==> src/rtl/vx_dispatch_multi.sv <==
// vx_dispatch_multi: routes one operand packet per cycle into per-unit FIFOs,
// tagging each with its last active thread, counting stalls and trapping bad unit codes.
module vx_dispatch_multi #(
  parameter int DATAW       = 64,
  parameter int NUM_THREADS = 4,
  parameter int NUM_UNITS   = 4,
  parameter int DEPTH       = 4,
  parameter int CTR_BITS    = 16,
  localparam int NTW = NUM_THREADS > 1 ? $clog2(NUM_THREADS) : 1,
  localparam int EXW = $clog2(NUM_UNITS + 1),
  localparam int CW  = $clog2(DEPTH) + 1
) (
  input  logic                            clk,
  input  logic                            reset_n,
  input  logic                            in_valid,
  output logic                            in_ready,
  input  logic [EXW-1:0]                  in_ex_type,
  input  logic [NUM_THREADS-1:0]          in_tmask,
  input  logic [DATAW-1:0]                in_data,
  output logic [NUM_UNITS-1:0]            out_valid,
  input  logic [NUM_UNITS-1:0]            out_ready,
  output logic [NUM_UNITS*(DATAW+NTW)-1:0] out_data,
  output logic [NUM_UNITS*CW-1:0]         out_count,
  output logic [NUM_UNITS*CTR_BITS-1:0]   perf_stalls,
  output logic                            bad_type,
  input  logic                            clr_stats
);
  localparam int AW = $clog2(DEPTH);
  localparam int PW = DATAW + NTW;
  logic [NTW-1:0]       last_tid;
  logic [NUM_UNITS-1:0] sel, full;
  logic                 bad_sel, bad_q, bad_d;
  always_comb begin
    last_tid = '0;
    for (int i = 0; i < NUM_THREADS; i++) last_tid = in_tmask[i] ? NTW'(i) : last_tid;
  end
  // sel is one-hot for in-range codes, so this picks ~full of the addressed unit
  assign bad_sel  = in_ex_type >= EXW'(NUM_UNITS);
  assign in_ready = bad_sel | (|(sel & ~full));
  assign bad_d    = clr_stats ? 1'b0 : bad_q | (in_valid & bad_sel);
  assign bad_type = bad_q;
  always_ff @(posedge clk or negedge reset_n)
    if (!reset_n) bad_q <= 1'b0;
    else bad_q <= bad_d;
  for (genvar u = 0; u < NUM_UNITS; u++) begin : g_unit
    logic [PW-1:0]       mem_q [DEPTH];
    logic [AW-1:0]       wptr_q, rptr_q;
    logic [CW-1:0]       cnt_q, cnt_d;
    logic [CTR_BITS-1:0] stall_q, stall_d;
    logic                push, pop;
    assign sel[u]   = in_ex_type == EXW'(u);
    assign full[u]  = cnt_q == CW'(DEPTH);
    assign push     = in_valid & sel[u] & ~full[u];
    assign pop      = out_valid[u] & out_ready[u];
    assign cnt_d    = cnt_q + CW'(push) - CW'(pop);
    assign stall_d  = clr_stats ? '0 : (in_valid & sel[u] & full[u] & ~&stall_q) ? stall_q + CTR_BITS'(1) : stall_q;
    always_ff @(posedge clk or negedge reset_n)
      if (!reset_n) begin
        wptr_q  <= '0;
        rptr_q  <= '0;
        cnt_q   <= '0;
        stall_q <= '0;
        for (int i = 0; i < DEPTH; i++) mem_q[i] <= '0;
      end else begin
        if (push) begin
          mem_q[wptr_q] <= {last_tid, in_data};
          wptr_q        <= wptr_q + AW'(1);
        end
        if (pop) rptr_q <= rptr_q + AW'(1);
        cnt_q   <= cnt_d;
        stall_q <= stall_d;
      end
    assign out_valid[u]                         = cnt_q != '0;
    assign out_data[u*PW +: PW]                 = mem_q[rptr_q];
    assign out_count[u*CW +: CW]                = cnt_q;
    assign perf_stalls[u*CTR_BITS +: CTR_BITS]  = stall_q;
  end
endmodule

==> config.mk <==
export PLATFORM = sky130hd
export DESIGN_NAME = vx_dispatch_multi
export DESIGN_NICKNAME = d
export VERILOG_FILES = /design/src/rtl/vx_dispatch_multi.sv
export SDC_FILE = /design/constraint.sdc
export NUM_CORES = 1
export LEC_CHECK = 0
export BUFFER_PORTS_ARGS = -buffer_cell sky130_fd_sc_hd__buf_4
export CAP_MARGIN = 15
export CORE_MARGIN = 2
export CORE_UTILIZATION = 55
export DETAILED_ROUTE_END_ITERATION = 7
export PLACE_DENSITY = 0.74
export SYNTH_ARGS = -nofsm -noshare
export SYNTH_HDL_FRONTEND = slang
export SYNTH_SLANG_ARGS = --single-unit
==> constraint.sdc <==
create_clock -name clk -period 2.6 [get_ports clk]
set_input_delay 0.13 -clock clk [delete_from_list [all_inputs] [get_ports clk]]
set_output_delay 0.13 -clock clk [all_outputs]
set_load 0.005 [all_outputs]
# Yosys cells after proc, flatten, opt, wreduce, memory -nomap -nowiden
# Index checks and enable logic that the tools add are counted.
# word_totals
wordCells	168
ff_bits	1149
input_bits	79
output_inout_bits	346
# op_classes
eq_ne	7
n_mux	36
addsub	20
n_reduce_logical	22
order_cmp	13
n_bitwise	37
# op_table
operator	n
$bwmux 264	4
$mux 66	12
$bmux 66 s2	4
$demux 66 s2	4
$mux 16	8
$add 16x1->16 const B	4
$reduce_and 16->1	4
$ge 3x3->1 const B	9
$not 2->3	8
$and 1x1->1	21
$add 2x1->2 const B	8
$add 3x1->3	4
$eq 3x3->1 const B	4
$lt 3x1->1 const B	4
$reduce_bool 3->1	4
$sub 3x1->3	4
$reduce_bool 2->1	4
$eq 3x2->1 const B	2
$and 4x4->4	1
$logic_and 1x1->1	4
$logic_not 1->1	4
$mux 2	2
$not 1->1	4
$not 4->4	1
other kinds (5)	7

# Longest topological paths before layout
# depth
ltp_word	6
ltp_mapped	11

# Worst setup path after synthesis
# No wires, ideal clock.
# synth_path
path_kind	register -> register
from	register g_unit[0].cnt_q[1]
to	register g_unit[0].cnt_q[2]
arrival_ns	2.159
period_less_slack_ns	2.288
slack_ns	0.312
setup_ns	0.129
t_required_ns	2.471
path_buffers	0
stages_incl_launch_ff	10
cell_sequence	dfrtp_1 or3_1 and2_1 ha_1 inv_1 ha_1 inv_1 fa_1 xnor2_1 xnor2_1
# synth_lines
element	line	source
start, declared	48	logic [CW-1:0] cnt_q, cnt_d;
start signal, assigned	70	cnt_q <= cnt_d;
$reduce_bool 3->1	73	assign out_valid[u] = cnt_q != '0;
net out_valid[0]	20	output logic [NUM_UNITS-1:0] out_valid,
$and 1x1->1	54	assign pop = out_valid[u] & out_ready[u];
net g_unit[0].pop	50	logic push, pop;
$sub 3x1->3	55	assign cnt_d = cnt_q + CW'(push) - CW'(pop);
net g_unit[0].cnt_d[2]	48	
# The timed path passes the listed nets, and every way through them passes these cells.
# A chain may end at the register's enable or synchronous reset.

# Final worst setup path
# layout_path
from	register g_unit[1].rptr_q[0]
to	output port out_data[86]
# layout_via
elab_chain_len	4
# layout_lines
element	line	source
start, declared	47	logic [AW-1:0] wptr_q, rptr_q;
start signal, assigned	69	if (pop) rptr_q <= rptr_q + AW'(1);
$not 2->3 (implied by the code)	74	assign out_data[u*PW +: PW] = mem_q[rptr_q];
$bmux 66 s2	74	
$mux 66 (implied by the code) (2 in a row)	74	
end, declared	22	output logic [NUM_UNITS*(DATAW+NTW)-1:0] out_data,
# Every way passes these cells. The select of a mux whose other input is x is not followed.

==> run metrics <==
floorplan row count=111; final WL=130 mm; CP arrival=2.40 ns; Worst path top cell family by delay=flip-flops; Clock Power Share=22.6%; syn avg cell area=16.0 sq um; dpl cells=4622; Clock Sinks=1149; DR WL/cell=26.4 um; P_int=52.3 mW; reg2reg end=g_unit[3].cnt_q[2]; CP bufs+invs=2; RSZ-0062 raised after global routing=false; CP peak stage delay=0.68 ns; worst slew pin tran=0.951 ns; Worst Path Required=2.47 ns; final count of pins violating max slew=0; setup violators final=0; Port-buffer cells=423; Synth cell types=51; Worst R2R Setup Slack=0.19 ns; remaining global-route overflow=0; Reg2Reg Depth=9; Final Core Density=66.0%; Post-Synth Simple-Gate Area=2.68%; IO Count=425; Tot GR Track Use=27.9%; Syn Nets=3290; initial antenna violation count=2; via count=29700; CTS clk-pin slew, worst paths=0.07 ns; vias in the first global route=33000; CP endpoint kind=output pin; period utilisation layout=97.2%; share of layout cells above drive strength 1=53.8%; met1 Resource Use GR=36.5%; slowest stage cell on the critical path=dfrtp_4; post-synthesis mux area share=34.8%; VDD IR max=662 uV; post-route design area=60400 sq um; CP Capture Point=out_data[86]; clock latency on the worst-skew pair=0.69 ns; fraction of registers with async set/reset=100%; CTS H-tree lvls=3; Final min period=2.53 ns; Mapped Area=50800 sq um; Area growth syn-to-layout=18.9%; Die H=308 um; Worst slew margin=35.7%; sequential area share after synthesis=56.6%; CP Launch Point=g_unit[1].rptr_q[0]; GRT busiest layer=met2; top_reg_cell synth=dfrtp_1; initial drt markers=1861; Sum Neg Setup Slack=0 ns; net switching power=22.5 mW; switching share of power=30.0%; Lkg Pwr=28.0 nW; Peak Freq=396 MHz; Post-route DRC=0; RePlAce Congestion=0.846; worst hold path type=in2async; largest family of logic cells by synthesized area=multiplexers; clk root buf=clkbuf_16; most frequent cells in the layout=1140 x dfrtp_1, 962 x mux2_2, 472 x buf_4; starting density of the core=55.5%; Non-Filler Instances=4926; CP Max Fanout=16; met2 usage=47.3%; worst hold slack=0.0352 ns; nets@finish=3753; dpl hpwl=82.2 mm; pin count of the biggest net entering global routing=98; multi-input logic area=20600 sq um; Crit. path cell count=3; EDFF count, synth=0; crit path kind=reg2out; Synth Area in Adders=0.847%; Max Buffers Root-to-Sink=3; first-pass GRT wire length=200 mm; commonest non-fill, non-tap cell in the layout=dfrtp_1; Horiz. Die Dim=308 um; Post-DP Area=55600 sq um; part of the power in combinational logic=37.1%; CTS tree=done; Sequential Area=28800 sq um; Worst Skew=0.0290 ns; critical path cell sequence=buf_12, mux4_2, buf_4; Antenna Nets Post-Route=0; RR Startpoint=g_unit[3].cnt_q[1]; outcome=completed; pwr dens=1240 nW/um^2; max cap viols=0; Final Power=74.8 mW; drt pass-1 iters=5; Final Hold Vio Count=0; CP startpoint kind=flip-flop; Syn. warnings=0; post-synthesis sequential element count=1149; # diodes=0; total CTS buffers=117; pre-CTS setup slack=0.176 ns; Fill cells=6137; Synth Instances=3179; met3 GRT Util=5.19%; core area=91500 sq um; vias per inst=6.04; die area=94800 sq um; Worst Slack Setup Final=0.0716 ns; post-synthesis xor/xnor area fraction=1.22%; Flop pwr share=40.3%; compound-gate portion of the synthesized area=0.936%
==> synth_stat cells (8+ instances only) <==
| cell type | instances | share of area [%] |
|---|---|---|
| buf_4 | 33 | 0.49 |
| buf_1 | 63 | 0.47 |
| dfrtp_1 | 1149 | 57 |
| and2_1 | 13 | 0.16 |
| mux2_2 | 962 | 21 |
| a21oi_1 | 31 | 0.31 |
| buf_12 | 8 | 0.32 |
| ha_1 | 28 | 0.69 |
| nor3_1 | 8 | 0.079 |
| nor4_1 | 13 | 0.16 |
| and3_1 | 11 | 0.14 |
| nand3_1 | 15 | 0.15 |
| clkbuf_1 | 110 | 0.81 |
| and4_1 | 9 | 0.16 |
| nand4_1 | 23 | 0.28 |
| mux2_4 | 40 | 1.2 |
| buf_2 | 45 | 0.44 |
| mux4_2 | 264 | 12 |
| o21ai_0 | 28 | 0.28 |
| nand2_1 | 49 | 0.36 |
| nor2_1 | 85 | 0.63 |
| xnor2_1 | 47 | 0.81 |
| inv_1 | 28 | 0.21 |
| mux2_1 | 24 | 0.53 |
| xor2_1 | 24 | 0.41 |
==> repair_timing <==
item / in CTS / in global routing
resized for setup: 2 / 3
hold buffers: 79 / 0
endpoints found under the hold margin: 1667 / 0
setup buffers: 8 / 0
endpoints found under the setup margin: 149 / 4
==> registers in the layout (all words and copies together) (netlist names) <==
name / flops
g_unit.rptr_q: 8
g_unit.mem_q: 1056
bad_type: 1
g_unit.cnt_q: 12
g_unit.wptr_q: 8
g_unit.stall_q: 64
==> worst reg2reg max path, delay by kind of cell (launching register included) <==
kind,cells,cell delay (ns)
xor+xnor,2,0.35
fa+ha+maj,3,0.79
buf+inv,2,0.11
flops,1,0.45
simple gates,2,0.60
==> layer usage <==
| layer | share of wire, % | wire, um |
|---|---|---|
| met3 | 5.5 | 7120 |
| met4 | 3.1 | 4050 |
| met2 | 51 | 65800 |
| met5 | 0.019 | 25 |
| met1 | 41 | 53100 |
==> logic make-up after synthesis <==
logic type	count (synthesis)
compound gates	81
fa+ha+maj	32
simple gates	260
buf+inv	291
flops	1149
mux	1295
xor+xnor	71
==> area by class of cell <==
cell class                 count  area share, %
clock buffer                 175           5.71
clock inverter                42          0.748
inverter                      28          0.174
multi-input combinational   1739           34.2
sequential                  1149           47.7
tap                         1186           2.46
timing repair buffer         607           9.05
==> worst min path at each step <==
stage | from | end | cells past startpoint
6_report | reset_n | g_unit[2].mem_q[220] | 2
5_1_grt | reset_n | g_unit[2].mem_q[220] | 2
4_1_cts | reset_n | g_unit[2].mem_q[220] | 2
3_5_place_dp | reset_n | g_unit[2].mem_q[220] | 1
3_3_place_gp | reset_n | g_unit[2].mem_q[220] | 1
2_1_floorplan | reset_n | bad_type | 0
==> power groups by stage <==
stage	clock network [mW]	registers, mW	logic (mW)
4_1_cts	17.2	30.1	28.1
6_report	16.9	30.1	27.7
3_3_place_gp	0	29.6	26.6
3_5_place_dp	0	30.6	27.4
2_1_floorplan	0	28.4	16.5
5_1_grt	17.9	31.1	29.5
Power figures use the tool's default switching activity.
